File: src/rtl/bru_predict_unit.sv
// Branch unit: 2-bit counter + tagged BTB predict at fetch, resolve/update at execute.
// Lookup is combinational; Redirect/RedirectPc register one cycle after resolve; no backpressure.
module bru_predict_unit #(
  parameter int XLEN      = 32,
  parameter int ENTRIES   = 64,
  parameter int CNT_WIDTH = 32
) (
  input  logic                 clk,
  input  logic                 reset,
  input  logic [XLEN-1:0]      FetchPc,
  output logic                 PredTaken,
  output logic [XLEN-1:0]      PredPc,
  input  logic                 ExValid,
  input  logic [XLEN-1:0]      ExPc,
  input  logic [XLEN-1:0]      Source1,
  input  logic [XLEN-1:0]      Source2,
  input  logic [XLEN-1:0]      Immediate,
  input  logic [3:0]           BRUOperation,
  input  logic                 Jalr,
  input  logic                 ExPredTaken,
  input  logic [XLEN-1:0]      ExPredPc,
  output logic                 Redirect,
  output logic [XLEN-1:0]      RedirectPc,
  output logic [CNT_WIDTH-1:0] MispredictCount
);

  localparam int IW = $clog2(ENTRIES);
  localparam int TW = XLEN - IW - 2;
  localparam logic [XLEN-1:0] PC_STEP = XLEN'(4);

  logic [ENTRIES-1:0]   valid_q, valid_d;
  logic [1:0]           cnt_q    [ENTRIES];
  logic [1:0]           cnt_d    [ENTRIES];
  logic [TW-1:0]        tag_q    [ENTRIES];
  logic [TW-1:0]        tag_d    [ENTRIES];
  logic [XLEN-1:0]      target_q [ENTRIES];
  logic [XLEN-1:0]      target_d [ENTRIES];

  logic                 redirect_q, redirect_d;
  logic [XLEN-1:0]      redirect_pc_q, redirect_pc_d;
  logic [CNT_WIDTH-1:0] mis_cnt_q, mis_cnt_d;

  logic [IW-1:0]   f_idx, e_idx;
  logic [TW-1:0]   f_tag, e_tag;
  logic            f_hit;
  logic            is_br, taken, mispredict, upd;
  logic [XLEN-1:0] jalr_sum, act_target, act_next;

  // Low PC bits never index the table; ExPredTaken is informational only.
  logic unused_ok;
  assign unused_ok = ^{FetchPc[1:0], ExPc[1:0], ExPredTaken};

  assign f_idx = FetchPc[IW+1:2];
  assign f_tag = FetchPc[XLEN-1:IW+2];
  assign e_idx = ExPc[IW+1:2];
  assign e_tag = ExPc[XLEN-1:IW+2];

  assign f_hit     = valid_q[f_idx] && (tag_q[f_idx] == f_tag);
  assign PredTaken = f_hit && cnt_q[f_idx][1];
  assign PredPc    = PredTaken ? target_q[f_idx] : FetchPc + PC_STEP;

  always_comb begin
    taken = 1'b0;
    unique case (BRUOperation)
      4'd1:    taken = (Source1 == Source2);
      4'd2:    taken = (Source1 != Source2);
      4'd3:    taken = ($signed(Source1) <  $signed(Source2));
      4'd4:    taken = ($signed(Source1) >= $signed(Source2));
      4'd5:    taken = (Source1 <  Source2);
      4'd6:    taken = (Source1 >= Source2);
      4'd7:    taken = 1'b1;
      default: taken = 1'b0;
    endcase
  end

  assign is_br      = (BRUOperation != 4'd0) && !BRUOperation[3];
  assign jalr_sum   = Source1 + Immediate;
  assign act_target = Jalr ? {jalr_sum[XLEN-1:1], 1'b0} : ExPc + Immediate;
  assign act_next   = taken ? act_target : ExPc + PC_STEP;
  assign upd        = ExValid && is_br;
  assign mispredict = upd && (act_next != ExPredPc);

  always_comb begin
    valid_d  = valid_q;
    cnt_d    = cnt_q;
    tag_d    = tag_q;
    target_d = target_q;
    if (upd) begin
      if (taken) begin
        if (cnt_q[e_idx] != 2'b11) cnt_d[e_idx] = cnt_q[e_idx] + 2'd1;
        valid_d[e_idx]  = 1'b1;
        tag_d[e_idx]    = e_tag;
        target_d[e_idx] = act_target;
      end else if (cnt_q[e_idx] != 2'b00) begin
        cnt_d[e_idx] = cnt_q[e_idx] - 2'd1;
      end
    end
  end

  assign redirect_d    = mispredict;
  assign redirect_pc_d = mispredict ? act_next : redirect_pc_q;
  assign mis_cnt_d     = mis_cnt_q + {{(CNT_WIDTH-1){1'b0}}, mispredict};

  always_ff @(posedge clk) begin
    if (reset) begin
      valid_q       <= '0;
      redirect_q    <= 1'b0;
      redirect_pc_q <= '0;
      mis_cnt_q     <= '0;
      for (int i = 0; i < ENTRIES; i++) cnt_q[i] <= 2'b01;
    end else begin
      valid_q       <= valid_d;
      cnt_q         <= cnt_d;
      redirect_q    <= redirect_d;
      redirect_pc_q <= redirect_pc_d;
      mis_cnt_q     <= mis_cnt_d;
    end
  end

  // Tag/target are qualified by valid, so they need no reset; reset still blocks writes.
  always_ff @(posedge clk) begin
    if (!reset) begin
      tag_q    <= tag_d;
      target_q <= target_d;
    end
  end

  assign Redirect        = redirect_q;
  assign RedirectPc      = redirect_pc_q;
  assign MispredictCount = mis_cnt_q;

endmodule

File: config.mk
export PLATFORM = sky130hd
export DESIGN_NAME = bru_predict_unit
export DESIGN_NICKNAME = d
export VERILOG_FILES = /design/src/rtl/bru_predict_unit.sv
export SDC_FILE = /design/constraint.sdc
export NUM_CORES = 2
export LEC_CHECK = 0
export ABC_AREA = 0
export BUFFER_PORTS_ARGS = -buffer_cell sky130_fd_sc_hd__buf_4
export CAP_MARGIN = 20
export CORE_UTILIZATION = 50
export CTS_CLUSTER_SIZE = 12
export DETAILED_ROUTE_END_ITERATION = 10
export MAX_ROUTING_LAYER = met4
export PLACE_DENSITY_LB_ADDON = 0.25
export SLEW_MARGIN = 0
export SYNTH_ARGS = -nofsm -noshare
export SYNTH_HDL_FRONTEND = slang
export SYNTH_SLANG_ARGS = --single-unit
File: constraint.sdc
create_clock -name clk -period 12.54 [get_ports clk]
set_input_delay 1.881 -clock clk [delete_from_list [all_inputs] [get_ports clk]]
set_output_delay 1.881 -clock clk [all_outputs]
set_load 0.01 [all_outputs]
# Yosys cells after proc, flatten, opt, wreduce, memory -nomap -nowiden
# Cells that the tools add are included.
[word_totals]
regBits = 3841
input_bits = 201
output_inout_bits = 98
wordCells = 277
[op_classes]
n_addsub = 7
magnitude_cmp = 10
eq_ne = 13
n_mux = 33
n_bitwise = 4
n_reduce_logical = 14
[ops]
columns = ["cell", "n"]
rows = [
  ["bitwise mux 2048 bit", 1],
  ["bitwise mux 1536 bit", 1],
  ["2-to-1 mux 128 bit", 3],
  ["bitwise mux 128 bit", 2],
  ["binary-select mux 32 bit (select 6 bit)", 1],
  ["demux 32 bit (select 6 bit)", 1],
  ["2-to-1 mux 32 bit", 6],
  ["binary-select mux 24 bit (select 6 bit)", 1],
  ["demux 24 bit (select 6 bit)", 1],
  ["2-to-1 mux 24 bit", 3],
  ["adder 32 x 3 -> 32 bit, second input constant", 2],
  ["adder 32 bit", 2],
  [">= comparator 32 bit", 2],
  ["< comparator 32 bit", 2],
  ["!= test 32 bit", 2],
  ["OR 64 bit", 1],
  ["adder 32 x 1 -> 32 bit", 1],
  ["== test 32 bit", 1],
  ["binary-select mux 2 bit (select 6 bit)", 2],
  ["== test 24 bit", 1],
  ["== test 4 x 3 -> 1 bit, second input constant", 4],
  [">= comparator 7 bit, second input constant", 2],
  ["< comparator 6 x 7 -> 1 bit, second input constant", 2],
  ["inverter 6 -> 7 bit", 2],
  ["other kinds (21)", 35],
]

# Logic depth before layout (Yosys ltp)
[logic_depth]
word_depth = 8
ltp_mapped = 27
ltp_nobuf = 24

# Worst setup path before layout
# Ideal clock, no wire load.
[synth_timing]
path_kind = "input -> register"
from = "input port ExPc[0]"
to = "register mis_cnt_q[27] (netlist: MispredictCount[27])"
setup_time_ns = 0.128
t_arrival_ns = 10.350
required_time_ns = 12.412
setup_slack_ns = 2.063
path_stages = 24
path_buffers = 2
path_cell_list = "ha_1 -> inv_1 -> fa_1 -> nand2b_1 -> a21o_1 -> a2111o_1 -> nand3b_1 -> o311ai_0 -> mux2_2 -> nor3b_1 -> o2111ai_1 -> nor4_1 -> nand4_1 -> nand2_2 -> inv_2 -> buf_2 -> ha_1 -> and3_1 -> clkbuf_1 -> nor2b_1 -> and3_1 -> and3_1 -> xnor2_1 -> nor2_1"
[synth_between]
elab_chain_cells = 6
word_cells_on_any_way = 7
classes_between = "add/sub: 3; eq/ne: 1; mux: 2; reduce/logical: 1"
[synth_rtl]
columns = ["element", "line_no", "source"]
rows = [
  ["start: declaration", "14", "input logic [XLEN-1:0] ExPc,"],
  ["adder 32 bit", "78", "assign act_target = Jalr ? {jalr_sum[XLEN-1:1], 1'b0} : ExPc + Immediate;"],
  ["2-to-1 mux 32 bit", "78", ""],
  ["via act_target[18]", "47", "logic [XLEN-1:0] jalr_sum, act_target, act_next;"],
  ["2-to-1 mux 32 bit", "79", "assign act_next = taken ? act_target : ExPc + PC_STEP;"],
  ["!= test 32 bit", "81", "assign mispredict = upd && (act_next != ExPredPc);"],
  ["logical AND 1 bit", "81", ""],
  ["via mispredict", "46", "logic is_br, taken, mispredict, upd;"],
  ["adder 32 x 1 -> 32 bit", "102", "assign mis_cnt_d = mis_cnt_q + {{(CNT_WIDTH-1){1'b0}}, mispredict};"],
  ["end signal: assignment", "116", "mis_cnt_q <= mis_cnt_d;"],
  ["end: declaration", "41", "logic [CNT_WIDTH-1:0] mis_cnt_q, mis_cnt_d;"],
]
# The timed path passes the listed nets, and every way through them passes these cells.
# A chain may end at the register's enable or synchronous reset.

# Final worst setup path
[layout_timing]
from = "input port FetchPc[2]"
to = "output port PredPc[2]"
[layout_between]
elab_chain_cells = 8
word_cells_on_any_way = 17
classes_between = "add/sub: 1; eq/ne: 1; mux: 12; bitwise: 1; reduce/logical: 2"
[layout_rtl]
columns = ["element", "line_no", "source"]
rows = [
  ["start: declaration", "10", "input logic [XLEN-1:0] FetchPc,"],
  ["inverter 6 -> 7 bit (not written as such)", "58, 59, 60", ""],
  ["binary-select mux 24 bit (select 6 bit)", "58", "assign f_hit = valid_q[f_idx] && (tag_q[f_idx] == f_tag);"],
  ["2-to-1 mux 24 bit (not written as such) (2 in a row)", "58", ""],
  ["== test 24 bit", "58", ""],
  ["logical AND 1 bit", "58", ""],
  ["logical AND 1 bit", "59", "assign PredTaken = f_hit && cnt_q[f_idx][1];"],
  ["2-to-1 mux 32 bit *", "60", "assign PredPc = PredTaken ? target_q[f_idx] : FetchPc + PC_STEP;"],
  ["end: declaration", "12", "output logic [XLEN-1:0] PredPc,"],
]
# Mark *: on every way between the ends. The rest lies on a longest branch, timed or not. The select of a mux whose other input is x is not followed.

==> reports/metrics.sh <==
STATUS='finished clean'
POST_CTS_SETUP_REPAIR_BUFS=0
ROOT_BUFFER='sky130_fd_sc_hd__clkbuf_16'
SYN2LAYOUT_AREA_GROWTH_PCT=13.0
CTS_BUFFERS=390
WORST_PIN_SLEW_NS=1.27
GRT_USAGE_PCT=30.5
WORSTPATHREQUIRED_NS=10.66
FLOORPLAN.CORE_AREA_MM2=0.307
REPORT.FINAL.SLEW_VIOL_COUNT=0
CP-START-KIND='primary input'
GRT_TOTAL_OVFL=0
CLKSINKCOUNT=3841
FINAL_LAYOUT_SIZE_SUFFIX_GT1_SHARE_PCT=28.0
MAXIMUM_NUMBER_OF_PINS_ON_ONE_NET_BEFORE_GLOBAL_ROUTE_REPAIR=129
WORST-SETUP-PATH-TYPE='in -> out'
FLOORPLAN.INITIALDENSITY_PCT=50.4
GLOBALROUTE.BUSIESTLAYER='met2'
HOLD_PATH.CLASS='reg -> reg'
MOSTFREQUENTLAYOUTCELL='sky130_fd_sc_hd__edfxtp_1'
HTREE_LEVELS=5
MOSTFREQUENTLAYOUTCELLS='sky130_fd_sc_hd__edfxtp_1 (3,584), sky130_fd_sc_hd__mux4_2 (1,175), sky130_fd_sc_hd__buf_4 (475)'
POST_SYNTH_NUM_CELL_TYPES=93
GRT_PASS1_WL_UM=635000
DRT_WL_TOTAL_UM=461000
POST_SYNTH_FA_HA_MAJ_AREA_FRACTION_PCT=0.827
REPORT.FINAL.SETUP_VIOL=0
DP.FINAL_HPWL_UM=259000
GP_CONGESTION=0.936
GRT_ANTENNA_BEFORE_REPAIR=31
POST_SYNTH.CELL_AREA_AVG_UM2=20.4
CTS.REPAIR.RESIZED=0
ANT_NETS=0
MAXSLEWHEADROOM_PCT=14.8
FIN_SETUP_TNS_NS=0
NNETSFINAL=8388
DIE_SPAN_IN_Y_UM=558
CTS.REPORTEDPATHS.CLKPINSLEW_NS=0.06
P_TOTAL_W=0.0271
NETLIST_AREA_MM2=0.155
ROUTED_VIA_DENSITY=6.68
DRT-INITIAL-DRC-COUNT=12800
DIE-WIDTH_UM=558
DRT_DRC_VIOLATIONS_LEFT=0
INSTANCE_COUNT_OF_THE_MAPPED_NETLIST=7586
SYNTH.YOSYS.SEQ_AREA_SHARE_PCT=73.0
GRT_USE_MET1_PCT=41.5
FINALCRITPERIODSHARE_PCT=82.6
YOSYS_MOST_USED_DFF='sky130_fd_sc_hd__edfxtp_1'
POWER_PER_CELL_AREA_mW_PER_MM2=155
ROWS=203
SYNTH_TOP_FAMILY_BY_AREA='multiplexers'
YOSYS_REGISTER_BITS=3841
SKEW_NS=0.0566
GRT_PASS1_VIAS=81200
CLOCK_LATENCY_ON_THE_WORST_SKEW_PAIR_NS=0.93
DRT-WIRELENGTH-PER-CELL_UM=37.0
SYNTH_XOR_AREA_SHARE_PCT=0.912
MAXCLOCKFREQUENCY_GHz=0.0965
YOSYS.AREA_SHARE.SIMPLE_PCT=3.11
CAP_VIOL_MAX_COUNT=0
GLOBALROUTEMET3UTIL_PCT=5.56
CTS_HOLD_BUFFERS=0
CRITICAL_PATH_ARRIVAL_NS=8.48
FINAL-HOLD-VIOLATION-COUNT=0
CRITICAL_PATH.ENDPOINT_TYPE='output pin'
RSZ0062_AT_GRT='no'
DRT-PASS1-ITER-COUNT=6
FP.DIEAREA_MM2=0.311
CTS.PATH.MAX_BUFFERS=4
TOP_LEVEL_PORTS=299
SYNTH_EDF_COUNT=3584
POWER_LEAKAGE_nW=56.1
SYNTH.NET_COUNT=7888
ROUTE.VIAS.TOTAL=83300
SYNTH.YOSYS.WARNINGS=0
PORT_BUFFERS=297
GRT.MET2_USAGE_PCT=46.1
CTS_TREE='done'
CRITICAL_PATH_PEAK_FANOUT=71
FINAL_PERIOD_MINUS_WORST_SETUP_SLACK_NS=10.36
SYNTH-COMPOUND-AREA-SHARE_PCT=2.92
SYNTH-ASYNC-RESET-RATIO_PCT=0
PEAKVDDDROP_mV=0.144
POST_SYNTH_MUX_AREA_SHARE_PCT=17.9
## logic make-up (layout without fill, tap and decap cells)
logic type               after synthesis  in the layout
AO/OA/AOI/OAI                        675            675
XOR/XNOR                             161            161
adder cells (fa/ha/maj)              101            101
buffers and inverters                492           1250
flip-flops                          3841           3841
multiplexers                        1286           1286
other                                  0             23
AND/OR/NAND/NOR                     1030           1030
## layout make-up
cell class / instances / area [um^2]
fill: 22400 / 132000
sequential: 3841 / 113000
multi-input combinational: 3253 / 40500
clock buffer: 526 / 10500
tap: 4100 / 5130
timing repair buffer: 525 / 4550
clock inverter: 124 / 890
inverter: 75 / 284
antenna: 23 / 57.6
## through the flow
stage | hold WS, ns | cell area [um^2] | worst slack [ns] | utilization [%] | std cells
after global routing | 0.461 | 175000 | 1.86 | 57.0 | 12500
after global placement | 0.433 | 163000 | 2.12 | 53.2 | 11800
final | 0.452 | 175000 | 2.18 | 57.0 | 12500
after floorplan | 0.426 | 155000 | 2.06 | - | 7586
after CTS | 0.453 | 175000 | 2.10 | 57.0 | 12400
after detailed placement | 0.439 | 163000 | 2.14 | 53.2 | 11800
## Yosys cell counts, drive strengths merged (8+ instances only)
cell	n	share of area [%]
o2111ai	8	0.045
o21ai	82	0.27
inv	75	0.18
nor3	26	0.087
and4	11	0.062
and2	11	0.045
clkbuf	271	0.66
a221oi	13	0.074
mux2	58	0.48
mux4	1175	17
xor2	89	0.50
nand2b	19	0.077
nor2b	31	0.13
nor2	236	0.57
nand3b	11	0.053
a21oi	186	0.61
edfxtp	3584	70
a311oi	10	0.057
nand3	134	0.43
o21a	8	0.039
o211ai	93	0.45
o22ai	32	0.13
a31oi	19	0.077
dfxtp	257	3.3
a21o	94	0.46
or3	14	0.057
xnor2	72	0.41
nor3b	9	0.044
buf	146	0.48
mux2i	53	0.34
and3	30	0.12
nand2	399	0.97
nor4	22	0.093
a22oi	25	0.12
a211oi	28	0.14
ha	99	0.80
nand4	48	0.19
## power by group
part / switching [W] / total [W] / leakage [nW] / internal [W]
registers: 0.0000103 / 0.0144 / 34.3 / 0.0144
clock network: 0.00477 / 0.0107 / 5.54 / 0.00591
logic: 0.00137 / 0.00206 / 16.2 / 0.000688
## worst max-delay path, cell delays in order
cell and delay, ns:
sky130_fd_sc_hd__buf_16 0.37, sky130_fd_sc_hd__buf_4 0.70, sky130_fd_sc_hd__mux4_2 0.59, sky130_fd_sc_hd__mux4_2 0.50, sky130_fd_sc_hd__mux4_2 0.50, sky130_fd_sc_hd__xor2_1 0.17, sky130_fd_sc_hd__nor4_1 1.05, sky130_fd_sc_hd__nand3_1 0.32
sky130_fd_sc_hd__or3_4 0.87, sky130_fd_sc_hd__a211oi_1 1.04, sky130_fd_sc_hd__a21oi_1 0.08, sky130_fd_sc_hd__buf_4 0.21
## registers in the layout, summed over array words and instances, names as in the netlist, named ones only
register         count
target_q          2048
Redirect             1
valid_q             64
cnt_q               64
MispredictCount     32
tag_q             1536
RedirectPc          32
## routing by layer
metal  wire, um  vias up
met5          0        -
met4      20800        0
li1           -    32700
met2     216000     5315
met1     174000    44500
met3      50700      874
## path summary, 6_finish.rpt
path | startpoint | end | slack, ns | depth (start not counted)
max reg2reg | cnt_q[91]$_SDFFE_PP0P_ | flop | 7.97 | 13
max | FetchPc[2] | PredPc[2] | 2.18 | 12
min reg2reg | valid_q[42]$_SDFFE_PP0P_ | valid_q[42]$_SDFFE_PP0P_ | 0.45 | 1
min | valid_q[42]$_SDFFE_PP0P_ | valid_q[42]$_SDFFE_PP0P_ | 0.45 | 1
No activity file was read; power rests on OpenSTA's default activity.
